$ cat src/rtl/wb_majority_voter.sv
// N-channel writeback voter: gathers one {we, addr, data} beat per redundant core,
// waits a bounded time for stragglers, then registers the majority beat and fault status.
module wb_majority_voter #(
  parameter int NUM_CH        = 3,
  parameter int ADDR_WIDTH    = 5,
  parameter int DATA_WIDTH    = 32,
  parameter int TIMEOUT       = 4,
  parameter int ERR_CNT_WIDTH = 8
) (
  input  logic                           clk_i,
  input  logic                           rst_ni,
  input  logic [NUM_CH-1:0]              valid_i,
  output logic [NUM_CH-1:0]              ready_o,
  input  logic [NUM_CH-1:0]              we_i,
  input  logic [NUM_CH*ADDR_WIDTH-1:0]   addr_i,
  input  logic [NUM_CH*DATA_WIDTH-1:0]   data_i,
  output logic                           valid_o,
  output logic                           we_o,
  output logic [ADDR_WIDTH-1:0]          addr_o,
  output logic [DATA_WIDTH-1:0]          data_o,
  output logic                           error_o,
  output logic [NUM_CH-1:0]              faulty_ch_o,
  output logic                           fatal_o,
  output logic [ERR_CNT_WIDTH-1:0]       err_cnt_o,
  input  logic                           clear_i
);

  localparam int TW  = 1 + ADDR_WIDTH + DATA_WIDTH;
  localparam int CW  = $clog2(NUM_CH + 1);
  localparam int TMW = (TIMEOUT > 1) ? $clog2(TIMEOUT) : 1;

  typedef enum logic [1:0] {
    ST_IDLE    = 2'd0,
    ST_COLLECT = 2'd1,
    ST_VOTE    = 2'd2
  } state_t;

  state_t            state_r, state_s;
  logic [NUM_CH-1:0] flag_r, flag_s;
  logic [NUM_CH-1:0] ready_r, ready_s;
  logic [NUM_CH-1:0] cap_s;
  logic [TMW-1:0]    tmo_r, tmo_s;
  logic              vote_s;
  logic [TW-1:0]     tup_r    [NUM_CH];
  logic [TW-1:0]     in_tup_s [NUM_CH];
  logic              maj_s;
  logic [TW-1:0]     maj_tup_s;
  logic [NUM_CH-1:0] faulty_s;
  logic              err_s;

  function automatic logic tup_eq(input logic [TW-1:0] a, input logic [TW-1:0] b);
    return (a == b);
  endfunction

  // Pack each channel's beat into a single comparable tuple.
  always_comb begin
    for (int c = 0; c < NUM_CH; c++) begin
      in_tup_s[c] = {we_i[c], addr_i[c*ADDR_WIDTH +: ADDR_WIDTH], data_i[c*DATA_WIDTH +: DATA_WIDTH]};
    end
  end

  assign cap_s   = valid_i & ready_r;
  assign ready_o = ready_r;

  // Next-state, capture flags and skew timer.
  always_comb begin
    state_s = state_r;
    tmo_s   = tmo_r;
    flag_s  = flag_r | cap_s;
    vote_s  = 1'b0;
    case (state_r)
      ST_IDLE: begin
        if (&flag_s) begin
          state_s = ST_VOTE;
        end else if (|cap_s) begin
          state_s = ST_COLLECT;
          tmo_s   = '0;
        end else begin
          state_s = ST_IDLE;
        end
      end
      ST_COLLECT: begin
        if (&flag_s) begin
          state_s = ST_VOTE;
        end else if (tmo_r == TMW'(TIMEOUT - 1)) begin
          state_s = ST_VOTE;
        end else begin
          tmo_s = tmo_r + TMW'(1);
        end
      end
      ST_VOTE: begin
        state_s = ST_IDLE;
        flag_s  = '0;
        vote_s  = 1'b1;
      end
      default: begin
        state_s = ST_IDLE;
        flag_s  = '0;
      end
    endcase
    // Late channels are not accepted during the vote cycle, so no beat is silently dropped.
    if (state_s == ST_VOTE) begin
      ready_s = '0;
    end else begin
      ready_s = ~flag_s;
    end
  end

  // FSM state, flags, timer and handshake registers.
  always_ff @(posedge clk_i or negedge rst_ni) begin
    if (!rst_ni) begin
      state_r <= ST_IDLE;
      flag_r  <= '0;
      ready_r <= '1;
      tmo_r   <= '0;
    end else begin
      state_r <= state_s;
      flag_r  <= flag_s;
      ready_r <= ready_s;
      tmo_r   <= tmo_s;
    end
  end

  // Per-channel beat capture.
  always_ff @(posedge clk_i or negedge rst_ni) begin
    if (!rst_ni) begin
      for (int c = 0; c < NUM_CH; c++) begin
        tup_r[c] <= '0;
      end
    end else begin
      for (int c = 0; c < NUM_CH; c++) begin
        if (cap_s[c]) begin
          tup_r[c] <= in_tup_s[c];
        end
      end
    end
  end

  // Majority search; the threshold is over all channels, not only those present.
  always_comb begin
    logic [CW-1:0] cnt;
    cnt       = '0;
    maj_s     = 1'b0;
    maj_tup_s = '0;
    for (int i = 0; i < NUM_CH; i++) begin
      cnt = '0;
      for (int j = 0; j < NUM_CH; j++) begin
        if (flag_r[j] && tup_eq(tup_r[j], tup_r[i])) begin
          cnt = cnt + CW'(1);
        end else begin
          cnt = cnt;
        end
      end
      if (flag_r[i] && !maj_s && (cnt > CW'(NUM_CH / 2))) begin
        maj_s     = 1'b1;
        maj_tup_s = tup_r[i];
      end else begin
        maj_s     = maj_s;
      end
    end
  end

  // Fault mask and error condition for the current vote.
  always_comb begin
    faulty_s = '1;
    if (maj_s) begin
      for (int c = 0; c < NUM_CH; c++) begin
        faulty_s[c] = ~flag_r[c] | ~tup_eq(tup_r[c], maj_tup_s);
      end
    end else begin
      faulty_s = '1;
    end
    err_s = ~maj_s | (|faulty_s);
  end

  // Registered voted beat, pulses and held fault mask.
  always_ff @(posedge clk_i or negedge rst_ni) begin
    if (!rst_ni) begin
      valid_o     <= 1'b0;
      error_o     <= 1'b0;
      we_o        <= 1'b0;
      addr_o      <= '0;
      data_o      <= '0;
      faulty_ch_o <= '0;
    end else begin
      valid_o <= 1'b0;
      error_o <= 1'b0;
      if (vote_s) begin
        valid_o     <= maj_s;
        error_o     <= err_s;
        faulty_ch_o <= faulty_s;
        if (maj_s) begin
          {we_o, addr_o, data_o} <= maj_tup_s;
        end
      end
    end
  end

  // Sticky fatal flag and saturating error counter; clear dominates a coincident vote.
  always_ff @(posedge clk_i or negedge rst_ni) begin
    if (!rst_ni) begin
      fatal_o   <= 1'b0;
      err_cnt_o <= '0;
    end else if (clear_i) begin
      fatal_o   <= 1'b0;
      err_cnt_o <= '0;
    end else if (vote_s) begin
      if (err_s && !(&err_cnt_o)) begin
        err_cnt_o <= err_cnt_o + ERR_CNT_WIDTH'(1);
      end
      if (!maj_s) begin
        fatal_o <= 1'b1;
      end
    end
  end

endmodule

$ cat config.mk
export PLATFORM = sky130hd
export DESIGN_NAME = wb_majority_voter
export DESIGN_NICKNAME = d
export VERILOG_FILES = /design/src/rtl/wb_majority_voter.sv
export SDC_FILE = /design/constraint.sdc
export NUM_CORES = 1
export LEC_CHECK = 0
export BUFFER_PORTS_ARGS = -buffer_cell sky130_fd_sc_hd__buf_2
export CORE_AREA = 2 2 149 151
export CTS_CLUSTER_DIAMETER = 200
export DETAILED_ROUTE_END_ITERATION = 10
export DIE_AREA = 0 0 151 153
export PLACE_DENSITY = 0.78
export SKIP_CTS_REPAIR_TIMING = 1
export SLEW_MARGIN = 20
export SYNTH_ARGS = -nofsm -noshare
export SYNTH_HDL_FRONTEND = slang
export SYNTH_SLANG_ARGS = --single-unit
$ cat constraint.sdc
create_clock -name clk_i -period 7.9 [get_ports clk_i]
set_input_delay 1.185 -clock clk_i [delete_from_list [all_inputs] [get_ports clk_i]]
set_output_delay 1.185 -clock clk_i [all_outputs]
set_load 0.1 [all_outputs]
After elaboration in Yosys (flattened, before gate mapping)
Cells that the tools add are included.

Equal/unequal tests: 18. Order comparisons: 3. Reduce and logical (&&, ||, !) cells: 28. Bitwise operators: 14. $add $sub $neg: 8. Multiplexer cells: 37.

Operators with widths (number): 38-bit == test (9); 38-bit two-way mux (3); 2-bit two-way mux (13); 8-bit two-way mux (3); 2-bit by 1-bit adder with 2-bit output, second input constant (7); 1-bit two-way mux (13); 1-bit logical AND (12); 2-bit inequality test, second input constant (5); 3-bit two-way mux (3); 8-bit by 1-bit adder with 8-bit output, second input constant (1); 2-bit case mux with 2 select lines (2); 8-bit AND reduction (1); 1-bit inverter (7); 2-bit == test, second input constant (3); 2-bit by 1-bit > comparator with 1-bit output, second input constant (3); 2-bit AND reduction (3); 2-bit nonzero test (3); 3-bit OR reduction (2); 5-bit AND reduction (1); 1-bit bitwise OR (4); 3-bit AND (1); 1-bit logical NOT (3); 3-bit inverter (1); 3-bit bitwise OR (1); other kinds (4) (4).

Output and inout bits: 55. Flip-flop bits (word level): 176. Word-level logic and storage cells: 123. Input bits: 120.

Depth between registers and ports, before layout
Gate-level depths: netlist of run 1.

Depth after elaboration: 26. Gate-level depth with buffers: 14. Mapped depth without buffers: 11.

Least setup slack after synthesis of run 1
No wires, ideal clock.

Path kind: reg-to-reg. Start point: register tup_r[103] (netlist bit). End point: register err_cnt_o[1]. Stages on the path, launching flop included: 13. Library setup time: 0.123 ns. Arrival: 3.099 ns. Slack: 4.678 ns. Required time: 7.777 ns. Path buffers: 1. Period minus slack after synthesis: 3.222 ns. Cells stage by stage: dfrtp_1 -> or2b_1 -> o2111ai_1 -> or4_4 -> or4_4 -> buf_6 -> nand2_8 -> nand2_4 -> a2111oi_4 -> a41oi_4 -> o21ai_4 -> mux2i_1 -> nor2_1.

Cells in the longest elaborated chain, start to end: 25. Elaborated cells between the ends (all ways): 53. Classes of those cells: add/sub (5); order compare (3); eq/ne (7); mux (15); bitwise (8); reduce/logical (15).

RTL lines: start, declared (line 44) `logic [TW-1:0] tup_r [NUM_CH];`; start signal, assigned by index (line 133) `tup_r[c] <= in_tup_s[c];`; parallel branches: the longest is 21 deep, another holds 2-bit by 1-bit adder with 2-bit output; 1-bit bitwise OR * (line 173) `err_s = ~maj_s | (|faulty_s);`; 1-bit logical AND * (line 208) `if (err_s && !(&err_cnt_o)) begin`; 2-bit nonzero test (no line) *; 2-bit AND reduction (no line) *; end signal, assigned (line 209) `err_cnt_o <= err_cnt_o + ERR_CNT_WIDTH'(1);`; end, declared (line 24) `output logic [ERR_CNT_WIDTH-1:0] err_cnt_o,`.

Mark *: on every way between the ends. A chain may end at the register's enable or synchronous reset.

Worst setup path in the final report of run 1
Start point: register tup_r[65] (netlist bit). End point: register faulty_ch_o[2].

Cells in the longest elaborated chain, start to end: 20. Elaborated cells between the ends (all ways): 39. Classes of those cells: add/sub (4); order compare (3); eq/ne (5); mux (14); bitwise (2); reduce/logical (11).

RTL lines: parallel branches: the longest is 19 deep, another holds 2-bit by 1-bit adder with 2-bit output; 3-bit two-way mux * (line 166) `if (maj_s) begin`; end signal, assigned (line 191) `faulty_ch_o <= faulty_s;`; end, declared (line 22) `output logic [NUM_CH-1:0] faulty_ch_o,`.

Marked as above.

==> impl_summary.md, run 1 <==
Min path
The worst hold path was traced through 2 stages. The worst hold path terminates at data_o[28]. In this run the worst hold path is classified as reg2reg.

The hold path startpoint is data_o[28].

Synth
The synthesized area per cell is 10.8 um^2. The cell area after synthesis is 9580 um^2. The flip-flop and latch count after synthesis is 176. The top cell type's share of synthesized area is 0.452.

After synthesis, the cell types taking the most area are dfrtp_1 45%, mux2_2 13%, xor2_1 7.4%. The share of the yosys chip area belonging to registers is 0.460. In the synthesized netlist, the number of instances is 885.

Counting every net in the synthesized netlist gives 1007. The most used flip-flop cell after synthesis is dfrtp_1. The distinct cell type count of the synthesized netlist is 75. The number of enable-type register cells in the synthesized netlist is 0.

Counting flops with an async set or reset pin after synthesis yields a share of 1.00. The Yosys step of the flow raised 0 warnings. The library cell occupying the most area in the post-synthesis netlist is dfrtp_1.

Critical path
In this run the critical register-to-register path is captured at faulty_ch_o[2]. The origin of the critical flop-to-flop path is tup_r[65]. The sort of element at the start of the critical path is a flip-flop.

The setup slack on the worst flop-to-flop path is 3.36 ns. Along the worst path, the maximum fanout reaches 28. The type of the worst setup path is reg2reg.

For the worst setup path, the data arrival time is 4.87 ns. Among all stages on the critical path, the largest delay is contributed by dfrtp_1. Traced cell by cell, the critical path runs through or2b_1 -> o2111ai_1 -> or3_2 -> nor3_1 -> a31o_2 -> buf_4 -> a22oi_1 -> a22oi_1 -> o221ai_1 -> a2111oi_0 -> nand2_1 -> o32a_1.

The largest stage delay on the critical path is 0.65 ns. The most numerous cell type found on the critical path is a22oi_1. The sort of element at the end of the critical path is a flip-flop. The worst register-to-register path has a depth of 12. Data on the critical path is required at its endpoint by 8.23 ns.

Final layout
The total of fill cells in the finished design is 1971. The synthesis-to-layout area growth is 17.9%. The number of nets at the end of the flow is 1159. The repair_antennas step left the layout with diodes totalling 0.

In the final layout, the share of cells above drive strength 1 is 0.343.

Detailed routing
For this block, the via count after detailed routing is 7792. The residual DRC count is 0. For this block, the initial DRC count from the detailed router was 728. The length of the first detailed-routing pass in iterations is 5. The average wire length per cell after detail routing is 24.0 um.

The final wirelength is 31800 um. Dividing the detail-routed via count by the number of cells gives 5.86. The detail route stage leaves a number of antenna-violating nets equal to 0.

Power
Power spread over the standard cell area amounts to 413 nW/um^2. Across the VDD grid, the largest voltage drop is 0.000363 V. Summed over all cells, the static leakage comes to 0.00492 uW.

Timing
The max-slew violation count is 0. The post-layout worst setup margin is 3.36 ns. The slew at the pin closest to its max-slew limit is 1.12 ns. The total of endpoints with negative setup slack in the final report is 0. The share of the cycle needed by the critical path after routing is 0.575. The maximum clock skew at final layout is 0.0117 ns.

Hold timing on the final database bottoms out at a slack of 0.474 ns. The smallest clock period supported by the final layout is computed as 4.54 ns. The worst pin sits at a relative slew slack of 0.253.

In the final timing run, aggregate negative setup slack is 0 ns. The final-report hold violation count came to 0. The achievable frequency is 0.220 GHz. Setup repair after global routing left no endpoint under its margin.

Floorplan
The initial utilization of the core area, before any placement, comes to 0.446. Measured along the y axis, the die boundary spans 153 um. Row generation in the floorplan step produced 54 rows. The standard cell core area is 21500 um^2. The die width is 151 um. 175 I/O pins were placed. The die covers 23100 um^2.

Global route
The met1 usage in global routing is 0.393. The global routing usage on met2 is 0.424. The pin count of the biggest net entering global routing is 103. The layer flagged by global routing as most heavily used is met2. The via count of the first global-routing pass came to 7601. The total overflow left after global routing is 0. The initial antenna violation count is 0.

The first-pass GRT wire length is 47300 um. The met3 track demand over resource in global routing is 0.0713. The total track usage is 0.280.

Clock network
No sink is reached through more buffers than the 2 on the longest clock path. Clock tree synthesis found a total of 176 sinks. The depth of the CTS H-tree is 4.

Clock-pin slew was measured on the worst setup and hold paths at 0.07 ns. TritonCTS built the clock tree. The number of CTS-inserted buffers is 17. The root buffer cell chosen for the clock tree is clkbuf_16. The clock reaches the later pin of the worst-skew pair after 0.44 ns.

Place
The congestion estimate from routability-driven global placement came to 1.01. Timing analysis after detailed placement gives a worst setup slack of 3.57 ns. The HPWL reported at the end of detailed placement is 24300 um. The number of port buffers is 174.

Job
Across the run, the number of max-cap violations was 0.

Outcome
The flow ran to the end, and the final reports show no timing, DRC or antenna violations.
-- per-layer routing --
| layer | part of all wire | up-vias |
|---|---|---|
| met1 | 0.44 | 3901 |
| met5 | 0 | - |
| met2 | 0.45 | 346 |
| met4 | 0.029 | 0 |
| li1 | - | 3498 |
| met3 | 0.078 | 47 |
-- synth_stat cells, drive strengths merged (2+ instances only) --
library cell  count
a211oi            3
dfrtp           173
or4               6
inv              23
a21oi            31
dfstp             3
nor4             24
nand4            17
o22ai             8
a221oi            5
a21boi            3
nand2b            9
a22o             13
a22oi            33
xnor2            49
or3               8
nor3             12
o211ai            2
or2b              9
nor4b             2
a31oi             3
ha                2
nand3            10
nor2             47
buf              15
o2111ai           6
nand3b            2
a2111oi           4
xor2             81
o221ai            2
nand2            58
clkbuf           33
nor2b             8
mux2            114
nand4b            3
o21ai            45
-- sequential cells by signal, indices dropped and copies added, names as in the netlist --
signal       flops
ready_o          3
tup_r          114
error_o          1
data_o          32
valid_o          1
tmo_r            2
we_o             1
faulty_ch_o      3
err_cnt_o        8
flag_r           3
state_r          2
fatal_o          1
addr_o           5
-- area by class of cell --
cell class	count	area (um^2)	share of cell area
multi-input cells	638	4900	0.434
flip-flops and latches	176	4410	0.390
repair buffers	181	930	0.0823
clock buffers	18	439	0.0389
well taps	280	350	0.0310
clock inverters	13	185	0.0164
inverters	23	86.3	0.00764
-- cells by family after synthesis --
kind of cell | share of synthesized area
muxes | 0.135
DFF | 0.460
xor gates and xnor gates | 0.119
adders and majority gates | 0.00261
AOI/OAI and AO/OA | 0.128
and+or+nand+nor | 0.125
buffers and inverters | 0.0303
-- worst max-delay path: cells and delay by family (launching register included) --
family                 cells  cell delay [ns]
flip-flops                 1             0.65
AND/OR/NAND/NOR            4             1.33
AO/OA/AOI/OAI              7             1.98
buffers and inverters      1             0.45
-- where the power goes --
part / switching (uW) / leakage, uW / internal (uW)
clock: 371 / 0.000303 / 538
combinational: 976 / 0.00245 / 811
sequential: 726 / 0.00217 / 1240
total: 2070 / 0.00492 / 2590
-- cell usage in the layout (no fill, tap or decap), drive strengths merged, types with 8 or more instances in the layout --
master | synthesis | final
or2b | 9 | 9
nor3 | 12 | 12
or3 | 8 | 8
o21ai | 45 | 45
a22oi | 33 | 33
a22o | 13 | 13
xor2 | 81 | 81
mux2 | 114 | 114
a21oi | 31 | 31
xnor2 | 49 | 49
clkbuf | 33 | 18
o22ai | 8 | 8
nand2b | 9 | 9
nor4 | 24 | 24
buf | 15 | 181
nor2 | 47 | 47
dfrtp | 173 | 173
nor2b | 8 | 8
nand3 | 10 | 10
nand2 | 58 | 58
nand4 | 17 | 17
inv | 23 | 26
-- through the flow --
step / utilization / cells / area, um^2 / total power (uW)
after floorplan: - / 885 / 9580 / 3010
after global placement: 0.497 / 1298 / 10700 / 3700
after detailed placement: 0.497 / 1298 / 10700 / 3700
after CTS: 0.526 / 1329 / 11300 / 4620
after global routing: 0.526 / 1329 / 11300 / 4870
final: 0.526 / 1329 / 11300 / 4660
-- worst max path at each step --
stage,from,end,depth (start not counted)
finish,tup_r[65],faulty_ch_o[2],12
global route,tup_r[65],faulty_ch_o[2],12
CTS,tup_r[65],faulty_ch_o[2],12
detailed placement,tup_r[65],faulty_ch_o[2],12
global placement,tup_r[65],faulty_ch_o[2],12
floorplan,tup_r[103],err_cnt_o[1],12
Note: power is estimated with default switching activity, not from simulation.
==> inputs of run 2 (changes only) <==
- PLACE_DENSITY: 0.78 -> 0.81
- clock period: 7.9 -> 3.6 ns (I/O delays scaled with it)
==> impl_summary.md, run 2 (synthesis gave the netlist of run 1 again) <==
Timing
The max-slew violation count is 0. At the pin with the least slew margin, the transition time is 1.08 ns. The maximum clock skew at final layout is 0.0113 ns. The minimum hold slack is 0.190 ns. The final-report hold violation count is 0. The achievable frequency is 0.278 GHz. Of the available clock period, the critical path in the final layout requires 1.00. Setup slack on the critical path of the routed design comes to -0.00350 ns.

The worst slew margin relative to its limit is 0.276. Setup repair after global routing could not meet its margin everywhere. Setup violations remaining at the end of the flow were counted as 1. The minimum clock period is 3.60 ns.

Floorplan
The total area inside the core boundary comes to 21500 um^2. From bottom edge to top edge, the die measures 153 um. The floorplan has 54 rows.

The floorplan step defined a die boundary enclosing 23100 um^2. In this run the horizontal extent of the chip is 151 um. During I/O placement, the number of pins put on the boundary was 175.

The starting utilization of the core area is 0.446.

Final layout
The share of final-layout standard cells stronger than drive strength 1 is 0.470. The total of fill cells in the finished design is 1795. The synthesis-to-layout area growth is 34.2%. Summing all multi-input logic gate instances after layout gives 5140 um^2. With fillers left out, the area of the finished cells amounts to 12900 um^2. The library cell used most frequently in the layout, excluding fill and tap cells, is buf_2. The library cells used most frequently in the layout, excluding fill and tap cells, are 173 x buf_2, 166 x buf_4, 163 x dfrtp_1. The count of inserted antenna diode cells is 0.

The number of flip-flops under the largest register name is 114. The largest registers in the layout are tup_r: 114 flops, data_o: 32 flops, err_cnt_o: 8 flops. The register area is 4420 um^2. For this run, the number of standard cells in the final layout without fillers is 1500. The register with the highest flop count is tup_r.

The number of nets at the end of the flow is 1329.

Power
The power density relative to cell area is 880 nW/um^2. The total power is 11300 uW. In this run the power spent charging and discharging nets is 5030 uW. The proportion of total power due to net switching is 0.445.

The relative contribution of combinational cells to total power is 0.490. Across the VDD grid, the largest voltage drop is 0.000795 V. The static leakage power is 0.00580 uW. The share of total power dissipated in sequential elements is 0.349.

The part of the power in the clock network is 0.161. The internal power of the cells is 6280 uW.

Critical path
Across all register-to-register paths, the minimum setup slack is -0.004 ns. Traced cell by cell, the critical path runs through or2b_1 -> o2111ai_1 -> or4_4 -> or4_4 -> a21oi_2 -> a21oi_2 -> nor4_4 -> a41oi_4 -> o211ai_2 -> buf_4 -> xnor2_2 -> nor2b_1. The cell family with the largest share of critical-path delay is simple AND/OR/NAND/NOR gates. The number of cells on the critical path is 12.

The cell count of the worst reg-to-reg path is 12. Counting both buffers and inverters, the worst setup path holds a total of 1. The sort of element at the end of the critical path is a flip-flop. STA classifies the critical path startpoint as a flip-flop.

The origin of the critical flop-to-flop path is tup_r[111]. Data arrives at the worst endpoint at 3.97 ns. The largest stage delay on the critical path is 0.68 ns. Data on the critical path is required at its endpoint by 3.97 ns. The top fanout value on the critical path is 7. In this run the critical register-to-register path is captured at err_cnt_o[2]. The critical path's slowest cell is or4_4. The worst setup path is of the reg2reg kind.

Global route
The via count of the first global-routing pass was 8673. The initial antenna violation count is 0. The pin count of the biggest net entering global routing is 92. The first-pass GRT wire length is 51500 um. The overflow left after global routing is 0. The total track usage is 0.304.

Clock network
Counting along the longest clock path gives a buffer depth of 2. After clock tree synthesis, the clock-pin slew on the worst setup and hold paths is 0.07 ns. The clock tree synthesis step divided the H-tree into 4 levels. The clock tree root buffer cell is clkbuf_16. The clock reaches the later pin of the worst-skew pair after 0.44 ns. Buffers inserted during clock tree synthesis total 17.

TritonCTS built the clock tree. Clock tree synthesis found a total of 176 sinks.

Min path
The min-delay analysis places its worst path in the category in2async.

Outcome
The checks that failed: negative setup slack. The flow ran to the end, but the final reports show violations.

Place
In this run the cell area measured after placement is 11900 um^2. At the end of routability-driven placement, the weighted congestion stood at 1.08. The placed cell count is 1451. After legalization and detailed placement, the total HPWL measured 27200 um.

The number of port buffers is 174.

Detailed routing
The via density per instance is 5.78. The DRC violation total after the first TritonRoute iteration is 786. The average wire length per cell after detail routing is 23.4 um.

The final antenna-violating net count is 0. The residual DRC count is 0. The via count of the routed design is 8663. The length of the first detailed-routing pass in iterations is 7. The final layout contains routed wiring with a total length of 35100 um.

Job
The max-cap check violation count is 0.
[run 2: changes by cell type in the layout (fill, tap and decap cells not counted), moves of 6 or more]
cell | before | now
buf_6 | 1 | 7
nor4_1 | 22 | 16
dfrtp_1 | 173 | 163
buf_4 | 7 | 166
dfrtp_2 | 0 | 10
[run 2: power by group through the flow]
stage	clock network, uW	registers [uW]	logic, uW
final	1820	3940	5540
after detailed placement	0	3880	5090
after floorplan	0	3800	2800
after global placement	0	3840	5070
after CTS	1840	3850	5140
after global routing	1920	4000	5830
[run 2: worst max-delay path by stage]
| stage | start | to |
|---|---|---|
| finish | tup_r[111] | err_cnt_o[2] |
| detailed placement | tup_r[51] | err_cnt_o[2] |
| CTS | tup_r[95] | err_cnt_o[1] |
| global route | tup_r[107] | err_cnt_o[2] |
| global placement | tup_r[65] | faulty_ch_o[2] |
| floorplan | tup_r[103] | err_cnt_o[1] |
[run 2: layout make-up]
type,instances,share of cell area
Multi-Input combinational cell,638,0.400
Clock inverter,12,0.00857
Sequential cell,176,0.344
Inverter,23,0.00672
Timing Repair Buffer,351,0.178
Clock buffer,20,0.0355
Tap cell,280,0.0273
[run 2: per-stage QoR]
stage	TNS, ns	utilization	worst slack, ns
2_1_floorplan	0	-	0.378
3_3_place_gp	-0.101	0.553	-0.0566
3_5_place_dp	-0.224	0.553	-0.0581
4_1_cts	-0.373	0.580	-0.0785
5_1_grt	-0.472	0.598	-0.0931
6_report	-0.00350	0.598	-0.00350
[run 2: metal layers]
| layer | GRT usage | share of wire |
|---|---|---|
| met1 | 0.412 | 0.42 |
| met2 | 0.465 | 0.46 |
| met3 | 0.0797 | 0.086 |
| met4 | 0.123 | 0.039 |
| met5 | 0 | 0 |
==> inputs of run 3 (changes only) <==
- CORE_AREA: 2 2 149 151 -> 2 2 172 132
- DIE_AREA: 0 0 151 153 -> 0 0 174 134
- PLACE_DENSITY: 0.81 -> 0.8
==> impl_summary.md, run 3 (synthesis gave the netlist of run 1 again) <==
Outcome
The flow ran to the end, but the final reports show violations. The final reports fail on negative setup slack.

Critical path
The origin of the critical flop-to-flop path is tup_r[82]. The required time of the worst setup path is 3.92 ns. The signal on the critical path passes through buf_4 -> xor2_1 -> nor2_1 -> nand4_1 -> nor2_1 -> buf_4 -> a31o_4 -> buf_12 -> buf_12 -> a22oi_1 -> xnor2_1 -> nor4_2 -> nand4_1 -> o32a_1.

The worst setup path is launched from a flip-flop. STA classifies the critical path endpoint as a flip-flop. The top fanout value on the critical path is 13. The number of buffers and inverters on the critical path is 4. The largest stage delay on the critical path is 0.42 ns. The arrival time of data at the critical path endpoint is 3.97 ns.

The type of the worst setup path is reg2reg. The critical path's slowest cell is dfrtp_1. The cell family with the largest share of critical-path delay is simple AND/OR/NAND/NOR gates. The launching instance or port of the critical path is tup_r[82].

Timing
The post-layout worst setup margin is -0.0475 ns. The achievable frequency is 0.274 GHz. The share of the cycle needed by the critical path after routing is 1.01. The final-report hold violation count is 0.

The max-slew violation count is 0. The worst path in the final design needs a cycle of 3.65 ns, including I/O delays and setup. Clock skew on the completed layout was measured at 0.0185 ns.

The tightest hold path in the finished design has a slack of 0.186 ns. The worst slew margin relative to its limit is 0.420. Setup repair after global routing could not meet its margin everywhere. For the pin with the worst max-slew slack, the measured transition is 0.871 ns. The total of endpoints with negative setup slack in the final report is 3.

Clock network
The depth of the CTS H-tree is 4. The clock passes through at most 2 buffers. The clock tree root buffer cell is clkbuf_16. The CTS tree is built.

The clock transition at the registers of the reported paths is 0.08 ns. TritonCTS created 17 clock buffers. Clock tree synthesis found a total of 176 sinks.

Clock latency on the worst-skew pair, taken at its later pin, is 0.45 ns.

Final layout
In the final layout, the multi-input gates occupy 5300 um^2. The finished cells cover 13400 um^2. The total of fill cells in the finished design is 1835. The share of final-layout standard cells stronger than drive strength 1 is 0.503. In the final layout, flip-flops and latches occupy 4420 um^2. tup_r holds more flip-flops than any other register.

The number of antenna diodes in the final layout is 0. After the last flow step, the layout net total stands at 1371. The number of flip-flops under the largest register name is 114.

Measured on the finished design, the core utilization comes to 0.621. The library cell used most frequently in the layout, excluding fill and tap cells, is buf_4. The synthesis-to-layout area growth is 40.3%. The largest registers in the layout are tup_r: 114 flops, data_o: 32 flops, err_cnt_o: 8 flops. In the layout the commonest cells are 205 x buf_4, 173 x buf_2, 163 x dfrtp_1.

Detailed routing
Using the TritonRoute via totals, the vias-per-cell ratio works out to 5.77. The length of the first detailed-routing pass in iterations is 6. After detailed routing, the number of remaining DRC violations is 0. The detailed router finished its first iteration with 1069 violations.

The via count of the routed design is 8980. After detailed routing, the total wire length is 38600 um. In this run the remaining antenna-violating nets after routing total 0. The average wire length per cell after detail routing is 24.8 um.

Place
Once detailed placement completed, the half-perimeter wirelength came to 30400 um. Port buffering added 174 buffers. The congestion estimate from routability-driven global placement came to 1.05.

The post-placement cell area is 12300 um^2.

Floorplan
175 I/O pins were placed. The initialized floorplan defines 47 standard-cell rows. The starting utilization of the core area is 0.443. The die covers 23300 um^2.

The die width is 174 um. The core region is 21600 um^2. The die is 134 um tall.

Power
The proportion of total power due to net switching is 0.451. The internal power of the cells is 6720 uW. The analysis attributes to cell leakage a power of 0.00608 uW. Dividing total power by cell area gives a power density of 911 nW/um^2.

The part of the power in the clock network is 0.160. The switching power summed over all nets is 5520 uW. Of the total power, combinational logic draws 0.524. The sequential share of power is 0.316. The worst ir drop on vdd is 0.000728 V.

Global route
After global routing the overflow that remains totals 0. The pin count of the biggest net entering global routing is 89. The first-pass GRT wire length is 56500 um. The via count of the first global-routing pass was 8816. In the global route stage, overall resource usage came out at 0.333. The initial antenna violation count is 1.

Min path
The worst min-delay path class is in2async.

Job
The max-cap check violation count is 0.
-- run 3: metal layers --
metal	vias to the layer above	track usage	wire length, um
met4	0	0.0920	940
li1	3912	-	-
met3	64	0.115	4690
met1	4455	0.494	17400
met2	549	0.458	15600
met5	-	0	0
-- run 3: final timing paths --
kind                                        to  slack (ns)  cells past startpoint
worst max-delay path            faulty_ch_o[2]       -0.05                     14
worst min-delay path                 tup_r[41]        0.19                      1
worst max register to register  faulty_ch_o[2]       -0.05                     14
worst min register to register       data_o[9]        0.48                      2
max in group asynchronous            tup_r[29]        2.58                      2
min in group clk_i                   tup_r[92]        0.32                      2
-- run 3: cell type report --
cell class / count / area share
Multi-Input combinational cell: 638 / 0.394
Sequential cell: 176 / 0.329
Timing Repair Buffer: 393 / 0.198
Clock buffer: 20 / 0.0340
Tap cell: 294 / 0.0274
Clock inverter: 12 / 0.0112
Inverter: 23 / 0.00642
-- run 3: worst register-to-register path, stage by stage, from the launching register on --
cell and delay [ns]:
dfrtp_1 0.42, buf_4 0.18, xor2_1 0.36, nor2_1 0.08
nand4_1 0.23, nor2_1 0.08, buf_4 0.16, a31o_4 0.25
buf_12 0.16, buf_12 0.14, a22oi_1 0.31, xnor2_1 0.14
nor4_2 0.40, nand4_1 0.22, o32a_1 0.39
-- run 3: power groups by stage --
stage               clock network, uW  registers (uW)  logic, uW
finish                           1960            3860       6420
global route                     2060            3920       6680
CTS                              1960            3750       5820
detailed placement                  0            3790       5780
global placement                    0            3730       5810
floorplan                           0            3800       2800
-- run 3: stage by stage --
stage	total power [uW]	setup TNS [ns]	setup slack (ns)	std cells
floorplan	6600	0	0.378	885
global placement	9540	-1.36	-0.857	1512
detailed placement	9560	-1.60	-0.812	1512
CTS	11500	-1.69	-0.854	1544
global route	12700	-0.411	-0.111	1556
finish	12200	-0.0895	-0.0475	1556
